==> src/rtl/quat_sync_sink_if.sv <==
// quat_sync_sink_if: the two handshake links of the quaternary sink.
//
// NCL side (4-phase, return to zero):
//   quat_in  : 1-of-4 rails, all-zero = NULL wavefront
//   quat_ack : completion, 1 = DATA consumed / request NULL, 0 = request DATA
// Clocked side:
//   out_valid, out_ready, out_data
//
// Valid/ready semantics: a transfer happens on a rising clk edge where
// out_valid and out_ready are both 1. While out_valid is 1, out_data is
// stable and out_valid stays high until that transfer. out_ready may change
// freely and never depends combinationally on out_valid.
//
// master: the adder output link plus the clocked consumer (drives rails and ready)
// slave : the sink itself
interface quat_sync_sink_if;
    logic [3:0] quat_in;
    logic       quat_ack;
    logic       out_valid;
    logic       out_ready;
    logic [1:0] out_data;

    modport master (output quat_in, output out_ready,
                    input  quat_ack, input out_valid, input out_data);
    modport slave  (input  quat_in, input out_ready,
                    output quat_ack, output out_valid, output out_data);
endinterface

==> src/rtl/quat_sync_sink.sv <==
// quat_sync_sink: clocked receiver for a 1-of-4 NCL quaternary link.
// Synchronises the rails, acknowledges each DATA/NULL wavefront, decodes
// DATA to a 2-bit value into a small FIFO, keeps a running sum and counts
// illegal (multi-rail) codes.
//
// Ports:
//   clk        : rising-edge clock
//   init_n     : asynchronous active-low reset
//   link       : quat_sync_sink_if.slave (rails/ack, out_valid/ready/data)
//   fifo_level : FIFO occupancy, 0..FIFO_DEPTH
//   sum        : running sum of accepted values, wraps
//   err        : sticky illegal-code flag
//   err_count  : saturating illegal-code count
//   err_clr    : synchronous clear of err/err_count (a same-edge illegal code wins)
//   state_dbg  : FSM state, 0 = WAIT_DATA, 1 = WAIT_NULL
module quat_sync_sink #(
    parameter int FIFO_DEPTH  = 4,
    parameter int SYNC_STAGES = 2,
    parameter int SUM_WIDTH   = 16,
    parameter int ERR_WIDTH   = 8
) (
    input  logic                        clk,
    input  logic                        init_n,
    quat_sync_sink_if.slave             link,
    output logic [$clog2(FIFO_DEPTH):0] fifo_level,
    output logic [SUM_WIDTH-1:0]        sum,
    output logic                        err,
    output logic [ERR_WIDTH-1:0]        err_count,
    input  logic                        err_clr,
    output logic                        state_dbg
);
    localparam int AW = $clog2(FIFO_DEPTH);
    localparam int LW = AW + 1;

    typedef enum logic {WAIT_DATA = 1'b0, WAIT_NULL = 1'b1} state_t;

    state_t state, state_nx;

    // Rail synchroniser. The chain holds SYNC_STAGES-1 flops; the state,
    // FIFO and sum registers that sample q are the final stage, so a rail
    // rising before edge k is acted on at edge k+SYNC_STAGES-1.
    logic [3:0] sync_q [SYNC_STAGES-1];
    logic [3:0] q;

    always_ff @(posedge clk or negedge init_n) begin
        if (!init_n) begin
            for (int i = 0; i < SYNC_STAGES-1; i++) sync_q[i] <= '0;
        end else begin
            sync_q[0] <= link.quat_in;
            for (int i = 1; i < SYNC_STAGES-1; i++) sync_q[i] <= sync_q[i-1];
        end
    end

    assign q = sync_q[SYNC_STAGES-2];

    // Code classification
    logic       q_onehot, q_multi;
    logic [1:0] q_idx;

    always_comb begin
        q_onehot = (q != 4'd0) && ((q & (q - 4'd1)) == 4'd0);
        q_multi  = (q != 4'd0) && !q_onehot;
        case (q)
            4'b0010: q_idx = 2'd1;
            4'b0100: q_idx = 2'd2;
            4'b1000: q_idx = 2'd3;
            default: q_idx = 2'd0;
        endcase
    end

    // FIFO state
    logic [1:0]    mem [FIFO_DEPTH];
    logic [AW-1:0] wr_ptr, rd_ptr, rd_ptr_nx;
    logic [LW-1:0] level, level_nx;
    logic          out_valid_q;
    logic [1:0]    out_data_q, head_nx;
    logic          pop, push_ok, push, err_hit;

    assign pop     = out_valid_q & link.out_ready;
    assign push_ok = (level != LW'(FIFO_DEPTH)) || pop;

    // FSM: state register
    always_ff @(posedge clk or negedge init_n) begin
        if (!init_n) state <= WAIT_DATA;
        else         state <= state_nx;
    end

    // FSM: next state. A full FIFO keeps us in WAIT_DATA with ack low,
    // which stalls the NCL pipeline until a slot frees.
    always_comb begin
        state_nx = state;
        case (state)
            WAIT_DATA: if (q_multi || (q_onehot && push_ok)) state_nx = WAIT_NULL;
            WAIT_NULL: if (q == 4'd0)                        state_nx = WAIT_DATA;
        endcase
    end

    // FSM: outputs. quat_ack is the 1-bit state flop itself, so it cannot glitch.
    always_comb begin
        push          = (state == WAIT_DATA) && q_onehot && push_ok;
        err_hit       = (state == WAIT_DATA) && q_multi;
        link.quat_ack = (state == WAIT_NULL);
        state_dbg     = state;
    end

    // FIFO next-state. The registered head must reflect the entry being
    // written this edge when it becomes the head (push into empty FIFO).
    always_comb begin
        rd_ptr_nx = pop ? rd_ptr + AW'(1) : rd_ptr;
        level_nx  = level;
        case ({push, pop})
            2'b10:   level_nx = level + LW'(1);
            2'b01:   level_nx = level - LW'(1);
            default: level_nx = level;
        endcase
        head_nx = (push && (rd_ptr_nx == wr_ptr)) ? q_idx : mem[rd_ptr_nx];
    end

    always_ff @(posedge clk) begin
        if (push) mem[wr_ptr] <= q_idx;
    end

    always_ff @(posedge clk or negedge init_n) begin
        if (!init_n) begin
            wr_ptr      <= '0;
            rd_ptr      <= '0;
            level       <= '0;
            out_valid_q <= 1'b0;
            out_data_q  <= 2'd0;
        end else begin
            if (push) wr_ptr <= wr_ptr + AW'(1);
            rd_ptr      <= rd_ptr_nx;
            level       <= level_nx;
            out_valid_q <= (level_nx != '0);
            if (level_nx != '0) out_data_q <= head_nx;
        end
    end

    // Running sum and illegal-code tracking
    always_ff @(posedge clk or negedge init_n) begin
        if (!init_n) begin
            sum       <= '0;
            err       <= 1'b0;
            err_count <= '0;
        end else begin
            if (push) sum <= sum + SUM_WIDTH'(q_idx);
            if (err_hit) begin
                err <= 1'b1;
                if (err_clr)               err_count <= ERR_WIDTH'(1);
                else if (err_count != '1)  err_count <= err_count + ERR_WIDTH'(1);
            end else if (err_clr) begin
                err       <= 1'b0;
                err_count <= '0;
            end
        end
    end

    assign link.out_valid = out_valid_q;
    assign link.out_data  = out_data_q;
    assign fifo_level     = level;

endmodule

==> src/flat_wrapper.sv <==
// flat-port wrapper written by rule: the top's interface ports become plain ports
module quat_sync_sink_flat 
#(
    parameter int FIFO_DEPTH  = 4,
    parameter int SYNC_STAGES = 2,
    parameter int SUM_WIDTH   = 16,
    parameter int ERR_WIDTH   = 8
)
  (clk, init_n, fifo_level, sum, err, err_count, err_clr, state_dbg, link_quat_in, link_out_ready, link_quat_ack, link_out_valid, link_out_data);
  quat_sync_sink_if link_i ();
  input  logic clk;
  input  logic init_n;
  output logic [$clog2(FIFO_DEPTH):0] fifo_level;
  output logic [SUM_WIDTH-1:0] sum;
  output logic err;
  output logic [ERR_WIDTH-1:0] err_count;
  input  logic err_clr;
  output logic state_dbg;
  input wire logic [$bits(link_i.quat_in)-1:0] link_quat_in;
  input wire logic [$bits(link_i.out_ready)-1:0] link_out_ready;
  output wire logic [$bits(link_i.quat_ack)-1:0] link_quat_ack;
  output wire logic [$bits(link_i.out_valid)-1:0] link_out_valid;
  output wire logic [$bits(link_i.out_data)-1:0] link_out_data;
  assign link_i.quat_in = link_quat_in;
  assign link_i.out_ready = link_out_ready;
  assign link_quat_ack = link_i.quat_ack;
  assign link_out_valid = link_i.out_valid;
  assign link_out_data = link_i.out_data;
  quat_sync_sink #(.FIFO_DEPTH(FIFO_DEPTH), .SYNC_STAGES(SYNC_STAGES), .SUM_WIDTH(SUM_WIDTH), .ERR_WIDTH(ERR_WIDTH)) u_core (.clk(clk), .init_n(init_n), .link(link_i), .fifo_level(fifo_level), .sum(sum), .err(err), .err_count(err_count), .err_clr(err_clr), .state_dbg(state_dbg));
endmodule
==> config.mk <==
export PLATFORM = sky130hd
export DESIGN_NAME = quat_sync_sink_flat
export DESIGN_NICKNAME = d
export VERILOG_FILES = /design/src/rtl/quat_sync_sink_if.sv /design/src/rtl/quat_sync_sink.sv /design/src/flat_wrapper.sv
export SDC_FILE = /design/constraint.sdc
export NUM_CORES = 1
export LEC_CHECK = 0
export BUFFER_PORTS_ARGS = -buffer_cell sky130_fd_sc_hd__buf_2
export CAP_MARGIN = 20
export CORE_MARGIN = 1.5
export CORE_UTILIZATION = 51
export CTS_CLUSTER_DIAMETER = 150
export DETAILED_ROUTE_END_ITERATION = 8
export HOLD_SLACK_MARGIN = 0.1
export PLACE_DENSITY = 0.73
export SYNTH_ARGS = -nofsm -noshare
export SYNTH_HDL_FRONTEND = slang
export SYNTH_SLANG_ARGS = --single-unit
export TNS_END_PERCENT = 20
==> constraint.sdc <==
create_clock -name clk -period 3 [get_ports clk]
set_clock_uncertainty 0.05 [all_clocks]
set_input_delay 0.45 -clock clk [delete_from_list [all_inputs] [get_ports clk]]
set_output_delay 0.45 -clock clk [all_outputs]
set_load 0.1 [all_outputs]
==> flow_summary_export.csv, run 1 <==
group,metric,value,unit
status,status,"finished, final reports clean",
yosys,synth_top_cell_area_share,0.397,
routing,drt_iter0_drc,118,
clocking,cts_root_buf,"clkbuf_8",
clocking,cts_buffer_depth,2,
cells_and_area,stdcell_area,0.00290,mm^2
clocking,numClockSinks,48,
yosys,synth_edf_count,8,
worst_setup_path,worstSetupPathType,"reg2reg",
yosys,synthTopCellsByCount,"40 x dfrtp_1, 24 x nand2_1, 20 x nor2_1",
pwr,power.density,771,mW/mm^2
sta,fin_crit,2.86,ns
yosys,seq_area_frac_synth,0.493,
floorplan,die_h,73.3,um
yosys,post-synth-top-count-cell,"dfrtp_1",
cells_and_area,syn_to_final_growth,15.2,%
floorplan,dieArea,0.00537,mm^2
routing,drc_errors,0,
worst_setup_path,endpoint_kind,"register",
pwr,fin_total_pwr,2.24,mW
clocking,postCtsHoldBufs,0,
routing,ant_nets,0,
routing,wl_per_cell,14.0,um
clocking,path_clk_slew,0.09,ns
sta,period_share,0.953,
routing,vias,1723,
yosys,netlist_area,0.00252,mm^2
worst_setup_path,crit_required,3.14,ns
floorplan,initial_core_util,0.530,
pwr,ir_worst_vdd,0.345,mV
sta,maxSlewViolCount,0,
placement,place_area,0.00277,mm^2
global_routing,grt_pass1_wl,7960,um
clocking,cts_buffers,5,
global_routing,grt_remaining_overflow,0,
yosys,synthArstFlopShare,0.833,
yosys,synthCells,224,
placement,portBuffers,40,
cells_and_area,nets,283,
run,maxCapViolCount,0,
floorplan,die_w,73.3,um
worst_hold_path,hp-class,"in2async",
floorplan,core_area,0.00475,mm^2
floorplan,io_pins,41,
sta,worstMarginPinSlew,0.864,ns
sta,setup_violations,0,
placement,dp_hpwl,3430,um
cells_and_area,fill_cells,405,
placement,dpl.cell_count,325,
yosys,synthesis.nets,241,
routing,viasPerCell,5.16,
worst_setup_path,worstReg2RegStart,"u_core.q[3]",
floorplan,row_count,25,
yosys,yosysUniqueCellTypes,51,
routing,first_pass_iters,4,
cells_and_area,n_antenna_cell,0,
global_routing,grt_use_total,0.199,
worst_setup_path,path_max_fanout,7,
global_routing,antenna_found_initial,0,
sta,timing.fmax,350,MHz
yosys,yosysTopAreaCell,"dfrtp_1",
yosys,synthFlopType,"dfrtp_1",
sta,slew_headroom,0.424,
clocking,cts_max_level,2,
yosys,ys_top_cells_by_area,"dfrtp_1 40%, edfxtp_1 9.5%, xnor2_1 5.6%",
cells_and_area,layout-drive-gt1-share,0.273,
worst_setup_path,start_kind,"register",
cells_and_area,finalNonFillerCells,334,
worst_setup_path,crit_arrival,3.00,ns
clocking,clk_latency,0.30,ns
yosys,synth_warnings,0,
sta,final_hold_viol_count,0,
global_routing,grt_start_max_net_pins,41,
routing,totalWireLength,4670,um
pwr,p_leak,1.28,nW
yosys,ys_seq_elements,48,
worst_setup_path,startpoint,"u_core.q[3]",
clocking,cts_tree,"done",
yosys,syn-mean-instance-area,11.2,um^2
placement,gp_congestion,0.832,
global_routing,grt_pass1_vias,1689,
## layout by cell type, fill, tap and decap left out, types with 2 or more instances in the layout
cell type / n
ha_1: 7
mux4_2: 4
clkbuf_8: 5
nor3_1: 6
o21ai_0: 2
inv_1: 10
dfrtp_1: 37
edfxtp_1: 8
nand2_1: 24
nor2_1: 20
nand4_1: 3
or3_1: 2
and3_1: 5
and4_1: 2
dfrtp_2: 3
a211oi_1: 2
or3_4: 2
buf_2: 40
mux2i_1: 3
and2_1: 3
xor2_1: 10
mux2_1: 3
or2_1: 2
nand3_1: 7
buf_4: 4
o21ai_1: 4
nand2b_1: 2
a21oi_1: 3
maj3_1: 2
xnor2_1: 16
## registers in the layout (all words and copies together) (netlist names)
signal	cells
u_core.rd_ptr	2
u_core.link.out_data	2
u_core.sum	16
u_core.err_count	8
u_core.err	1
u_core.fifo_level	3
u_core.wr_ptr	2
u_core.mem	8
u_core.q	4
u_core.link.quat_ack	1
u_core.link.out_valid	1
## per-stage QoR
step	util	setup TNS, ns	hold WS (ns)	setup slack, ns
6_report	0.610	0	0.197	0.140
5_1_grt	0.610	-0.00272	0.169	-0.00272
4_1_cts	0.607	0	0.185	0.0431
3_5_place_dp	0.582	-0.0150	0.403	-0.00751
3_3_place_gp	0.582	0	0.404	0.0674
2_1_floorplan	-	0	0.104	0.00599
## report_power, final
part / internal (mW) / total [mW] / switching (mW)
registers: 0.746 / 0.880 / 0.134
clock network: 0.247 / 0.457 / 0.211
logic: 0.282 / 0.901 / 0.619
total: 1.27 / 2.24 / 0.964
## kinds of logic (layout without fill, tap and decap cells)
kind of cell | count (synthesis) | count (layout) | synth area share
AND/OR/NAND/NOR | 88 | 88 | 0.190
flip-flops | 48 | 48 | 0.493
XOR/XNOR | 26 | 26 | 0.0904
AO/OA/AOI/OAI | 20 | 20 | 0.0631
buffers and inverters | 20 | 63 | 0.0397
adder cells (fa/ha/maj) | 11 | 11 | 0.0586
multiplexers | 11 | 11 | 0.0656
## layer usage
metal | global-route usage | routed length (um) | vias up
met5 | 0 | 0 | -
li1 | - | - | 848
met2 | 0.327 | 2340 | 34
met4 | 0.0755 | 84 | 0
met1 | 0.256 | 2070 | 833
met3 | 0.0453 | 179 | 8
## path summary, 6_finish.rpt
| path | endpoint | slack [ns] | depth (start not counted) |
|---|---|---|---|
| max | u_core.link.out_data[0] | 0.14 | 11 |
| min in group clk | u_core.q[1] | 0.20 | 1 |
| max in group asynchronous | u_core.link.out_valid | 2.10 | 1 |
| max reg2reg | u_core.link.out_data[0] | 0.14 | 11 |
| min reg2reg | u_core.sum[15] | 0.42 | 1 |
| min | u_core.link.quat_ack | 0.20 | 1 |
## what timing repair did
item | 4_1_cts | 5_1_grt
pin swaps | 0 | 1
setup endpoints to repair | 2 | 2
buffers inserted | 0 | 1
gates resized for setup | 3 | 2
## critical path, stage by stage (launching register included)
cell and delay (ns):
dfrtp_2 0.47, xnor2_1 0.14, or3_4 0.36, a21oi_4 0.14
or2b_2 0.16, inv_2 0.06, fa_2 0.35, and3_1 0.20
o211a_1 0.24, o21ai_2 0.15, o41ai_4 0.11, mux2_1 0.32
## cell type report
cell class / instances / area [um^2] / share of cell area
clock inverters: 3 / 42.5 / 0.0147
inverters: 11 / 41.3 / 0.0142
flip-flops and latches: 48 / 1240 / 0.429
multi-input cells: 156 / 1190 / 0.410
clock buffers: 5 / 68.8 / 0.0237
well taps: 67 / 83.8 / 0.0289
repair buffers: 44 / 230 / 0.0793
Note: power is estimated with default switching activity, not from simulation.
==> inputs of run 2 (changes only) <==
- clock period: 3 -> 2.58 ns (I/O delays scaled with it)
==> run 2 against run 1 <==
The run now ends with setup timing left. Combinational power rose by 22%. Hold slack got worse by 0.056 ns. Worst setup slack got worse by 0.36 ns. Via count rose by 3.5%. Sequential power rose by 16%. Clock power fell by 5.3%. First-iteration DRC count fell by 57%. Sequential cell count did not move. Sequential share of layout area fell by 1.5 points. Global-route usage fell by 1.9 points.
==> flow_summary_export.csv, run 2 (synthesis gave the netlist of run 1 again) <==
group,metric,value,unit
routing,wl_per_cell,12.8,um
cells_and_area,nets,295,
sta,rsz0062_at_grt,"true",
cells_and_area,largest_register,"u_core.sum",
run,maxCapViolCount,0,
worst_setup_path,r2r_end,"u_core.link.out_data[1]",
placement,place_area,0.00286,mm^2
sta,final_hold_viol_count,0,
clocking,path_clk_slew,0.09,ns
floorplan,dieArea,0.00537,mm^2
worst_setup_path,slowest_delay,0.44,ns
placement,portBuffers,40,
cells_and_area,seqCellArea,0.00124,mm^2
worst_setup_path,worstReg2RegStart,"u_core.q[3]",
placement,gp_congestion,0.881,
cells_and_area,final_cell_mix,"40 x buf_2, 39 x dfrtp_1, 24 x nand2_1",
worst_setup_path,path_max_fanout,4,
floorplan,io_pins,41,
clocking,clk_latency,0.29,ns
sta,finalSetupTns,-0.434,ns
floorplan,die_h,73.3,um
worst_hold_path,hp-class,"in2async",
clocking,cts_buffers,5,
cells_and_area,layout-drive-gt1-share,0.319,
floorplan,die_w,73.3,um
floorplan,row_count,25,
pwr,p_leak,1.34,nW
clocking,numClockSinks,48,
floorplan,core_area,0.00475,mm^2
clocking,cts_max_level,2,
cells_and_area,fill_cells,407,
status,violations,"setup timing",
worst_setup_path,path_cells,"buf_4 -> nor3_4 -> a21oi_2 -> a21oi_4 -> or2b_4 -> inv_2 -> fa_2 -> and3_4 -> o211a_1 -> o21ai_2 -> o41ai_4 -> mux2_4",
cells_and_area,n_antenna_cell,0,
routing,drc_errors,0,
sta,setup_violations,2,
cells_and_area,largest_reg_flops,16,
pwr,ir_worst_vdd,0.415,mV
cells_and_area,syn_to_final_growth,19.2,%
cells_and_area,stdcell_area,0.00300,mm^2
routing,drt_iter0_drc,51,
routing,vias,1784,
global_routing,grt_pass1_vias,1596,
global_routing,grt_use_total,0.180,
sta,setup_ws,-0.221,ns
sta,maxSlewViolCount,0,
worst_setup_path,crit_arrival,2.93,ns
sta,period_share,1.09,
pwr,power.density,850,mW/mm^2
cells_and_area,mostFrequentLayoutCell,"buf_2",
cells_and_area,top_regs,"u_core.sum x16, u_core.err_count x8, u_core.mem x8",
worst_setup_path,start_kind,"register",
global_routing,grt_start_max_net_pins,41,
cells_and_area,multi_input_area,0.00123,mm^2
worst_setup_path,r2r_setup_slack,-0.22,ns
worst_setup_path,worstSetupPathType,"reg2reg",
global_routing,grt_remaining_overflow,0,
worst_setup_path,endpoint_kind,"register",
global_routing,grt_pass1_wl,7380,um
sta,fin_crit,2.80,ns
floorplan,initial_core_util,0.530,
sta,slew_headroom,0.422,
clocking,cts_tree,"done",
global_routing,antenna_found_initial,0,
placement,dp_hpwl,3260,um
clocking,cts_root_buf,"clkbuf_8",
status,status,"complete, but fails checks",
sta,worstMarginPinSlew,0.866,ns
routing,ant_nets,0,
routing,totalWireLength,4440,um
worst_setup_path,worstRegToRegCells,12,
clocking,cts_buffer_depth,2,
worst_setup_path,critPathSlowestCell,"dfrtp_1",
worst_setup_path,crit_required,2.71,ns
routing,first_pass_iters,4,
routing,viasPerCell,5.16,
sta,timing.fmax,357,MHz
-- run 2: cell count changes in the layout (fill, tap and decap cells not counted), sizes merged --
cell | before | now
buf | 44 | 56
clkbuf | 5 | 6
bufinv | 1 | 0
-- run 2: repair_timing --
action,4_1_cts,5_1_grt
gates resized for setup,1,7
endpoints found under the hold margin,0,0
setup endpoints to repair,2,4
setup buffers,2,0
hold buffers,0,0
pin swaps,0,5
-- run 2: power breakdown --
group	switching, mW	internal (mW)	total (mW)
logic	0.725	0.380	1.10
registers	0.148	0.867	1.02
clock network	0.244	0.190	0.433
-- run 2: layout make-up --
type | count | area share
clock inverter | 2 | 0.00417
timing repair buffer | 56 | 0.107
sequential | 48 | 0.414
multi-input combinational | 156 | 0.410
clock buffer | 6 | 0.0242
tap | 67 | 0.0279
inverter | 11 | 0.0138
-- run 2: through the flow --
step / cells / util / power (mW) / setup WS [ns] / hold slack [ns]
floorplan: 224 / - / 1.90 / -0.304 / 0.0414
global placement: 336 / 0.602 / 2.07 / -0.120 / 0.401
detailed placement: 336 / 0.602 / 2.10 / -0.231 / 0.402
CTS: 346 / 0.624 / 2.54 / -0.204 / 0.128
global route: 346 / 0.632 / 2.71 / -0.360 / 0.123
finish: 346 / 0.632 / 2.55 / -0.221 / 0.141
-- run 2: worst max path at each step --
stage	from	endpoint	slack, ns	cells past startpoint
finish	u_core.q[3]	u_core.link.out_data[1]	-0.22	12
global route	u_core.q[3]	u_core.link.out_data[1]	-0.36	12
CTS	u_core.q[3]	u_core.link.out_data[1]	-0.20	11
detailed placement	u_core.q[2]	u_core.link.out_data[0]	-0.23	12
global placement	u_core.q[3]	u_core.link.out_data[0]	-0.12	11
floorplan	u_core.q[3]	u_core.link.out_data[0]	-0.30	12
-- run 2: metal layers --
| metal | global-route usage | vias to the layer above | wire length [um] |
|---|---|---|---|
| li1 | - | 876 | - |
| met1 | 0.245 | 866 | 2110 |
| met2 | 0.279 | 37 | 2080 |
| met3 | 0.0494 | 5 | 196 |
| met4 | 0.0566 | 0 | 51 |
| met5 | 0 | - | 0 |
-- run 2: worst max-delay path, delay by kind of cell, from the launching register on --
kind                     cells  cell delay, ns
adder cells (fa/ha/maj)      1            0.38
multiplexers                 1            0.31
AO/OA/AOI/OAI                5            0.79
AND/OR/NAND/NOR              3            0.51
buffers and inverters        2            0.21
flip-flops                   1            0.44
==> inputs of run 3 (changes only) <==
- BUFFER_PORTS_ARGS: -buffer_cell sky130_fd_sc_hd__buf_2 -> not set
- CORE_UTILIZATION: 51 -> 57
- DONT_BUFFER_PORTS: not set -> 1
- PLACE_DENSITY: 0.73 -> 0.72
==> run 3 against run 2 <==
The run still ends with setup timing left. Clock power rose by 27%. Count of clock-buffer cells in the layout shrank 1. Worst setup slack gained 0.018 ns. Sequential power increased by 9.8%. Via count increased by 1.6%. Largest cell class unchanged. Highest routed layer unchanged.
==> flow_summary_export.csv, run 3 (synthesis gave the netlist of run 1 again) <==
group,metric,value,unit
sta,maxSlewViolCount,0,
worst_setup_path,worstReg2RegStart,"u_core.q[3]",
cells_and_area,finalNonFillerCells,322,
pwr,p_leak,1.34,nW
placement,pre_cts_slack,-0.216,ns
clocking,clk_latency,0.31,ns
worst_hold_path,hp-class,"in2reg",
floorplan,dieArea,0.00483,mm^2
worst_hold_path,min_to,"u_core.err",
routing,wl_per_cell,15.6,um
global_routing,grt_remaining_overflow,0,
sta,slew_headroom,0.374,
clocking,cts_buffer_depth,2,
routing,drt_iter0_drc,68,
worst_setup_path,r2r_setup_slack,-0.20,ns
worst_setup_path,crit_required,2.73,ns
cells_and_area,mostFrequentLayoutCell,"buf_4",
cells_and_area,final_cell_mix,"42 x buf_4, 37 x dfrtp_1, 24 x nand2_1",
clocking,path_clk_slew,0.09,ns
sta,period_share,1.08,
clocking,numClockSinks,48,
floorplan,row_count,23,
sta,fin_crit,2.78,ns
sta,hold_slack,0.128,ns
cells_and_area,syn_to_final_growth,22.0,%
worst_setup_path,worstRegToRegCells,11,
sta,worstMarginPinSlew,0.939,ns
sta,setup_violations,2,
placement,gp_congestion,0.786,
sta,rsz0062_at_grt,"true",
pwr,ir_worst_vdd,0.648,mV
floorplan,io_pins,41,
cells_and_area,n_antenna_cell,0,
routing,drc_errors,0,
worst_setup_path,r2r_end,"u_core.link.out_data[0]",
floorplan,die_h,69.5,um
status,violations,"setup timing",
sta,timing.fmax,359,MHz
run,maxCapViolCount,0,
pwr,power.density,875,mW/mm^2
clocking,cts_max_level,2,
cells_and_area,largest_register,"u_core.sum",
floorplan,die_w,69.5,um
routing,vias,1813,
sta,setup_ws,-0.203,ns
clocking,cts_buffers,5,
floorplan,core_area,0.00412,mm^2
cells_and_area,nets,288,
cells_and_area,largest_reg_flops,16,
clocking,cts_tree,"done",
pwr,fin_total_pwr,2.69,mW
worst_hold_path,whs_path_depth,1,
clocking,cts_root_buf,"clkbuf_8",
placement,dp_hpwl,3580,um
routing,ant_nets,0,
status,status,"complete, but fails checks",
routing,first_pass_iters,6,
floorplan,initial_core_util,0.612,
global_routing,antenna_found_initial,0,
routing,viasPerCell,5.63,
worst_setup_path,endpoint_kind,"register",
worst_setup_path,worstSetupPathType,"reg2reg",
cells_and_area,top_regs,"u_core.sum x16, u_core.err_count x8, u_core.mem x8",
global_routing,grt_pass1_wl,8700,um
worst_setup_path,crit_arrival,2.94,ns
global_routing,grt_start_max_net_pins,41,
sta,finalSetupTns,-0.392,ns
placement,dpl.cell_count,306,
cells_and_area,layout-drive-gt1-share,0.279,
sta,final_hold_viol_count,0,
worst_setup_path,path_max_fanout,4,
global_routing,grt_use_total,0.227,
global_routing,grt_pass1_vias,1918,
worst_hold_path,hp-start,"err_clr",
placement,portBuffers,0,
worst_setup_path,start_kind,"register",
routing,totalWireLength,5040,um
[run 3: changes by cell type in the layout (fill, tap and decap cells not counted), moves of 2 or more]
cell	delta
dlygate4sd3_1	+6
dfrtp_1	-2
buf_4	+26
dfrtp_2	+2
buf_2	-40
[run 3: metrics by stage]
step / area, um^2 / util
after floorplan: 2540 / -
after global placement: 2850 / 0.692
after global routing: 3070 / 0.746
after detailed placement: 2850 / 0.692
after CTS: 3060 / 0.744
final: 3070 / 0.746
[run 3: layout make-up]
| cell class | count | area (um^2) |
|---|---|---|
| Tap cell | 50 | 62.6 |
| Inverter | 11 | 41.3 |
| Clock inverter | 3 | 42.5 |
| Timing Repair Buffer | 49 | 395 |
| Multi-Input combinational cell | 156 | 1220 |
| Clock buffer | 5 | 68.8 |
| Sequential cell | 48 | 1240 |
| Fill cell | 292 | 1040 |
[run 3: metal layers]
metal,vias to the layer above,track usage,share of wire,wire [um]
met4,0,0.0654,0.014,69
met3,8,0.0683,0.049,245
met2,48,0.406,0.51,2550
li1,858,-,-,-
met5,-,0,0,0
met1,899,0.262,0.43,2170
[run 3: power by group]
part           total, mW  internal [mW]  leakage (nW)  switching (mW)
combinational       1.01          0.386         0.718           0.629
clock              0.550          0.287        0.0558           0.262
sequential          1.12          0.865         0.563           0.259
[run 3: worst max path at each step]
stage,depth (start not counted),from,endpoint
after floorplan,12,u_core.q[3],u_core.link.out_data[0]
after global placement,11,u_core.q[3],u_core.link.out_data[0]
after detailed placement,11,u_core.q[3],u_core.link.out_data[0]
after CTS,11,u_core.q[3],u_core.link.out_data[1]
after global routing,11,u_core.q[3],u_core.link.out_data[0]
final,11,u_core.q[3],u_core.link.out_data[0]
[run 3: critical path, cell delays in order (launching register included)]
cell and delay, ns:
dfrtp_2 0.45, xnor2_1 0.13, or3_4 0.35, a21oi_4 0.16
or2b_4 0.13, inv_2 0.04, fa_2 0.36, and3_4 0.18
o211a_1 0.23, o21ai_2 0.16, o41ai_4 0.12, mux2_1 0.32
[run 3: timing repair]
item,4_1_cts,5_1_grt
gates resized for setup,4,2
setup endpoints to repair,3,6
buffers inserted,1,0
endpoints found under the hold margin,51,0
hold buffers,7,0
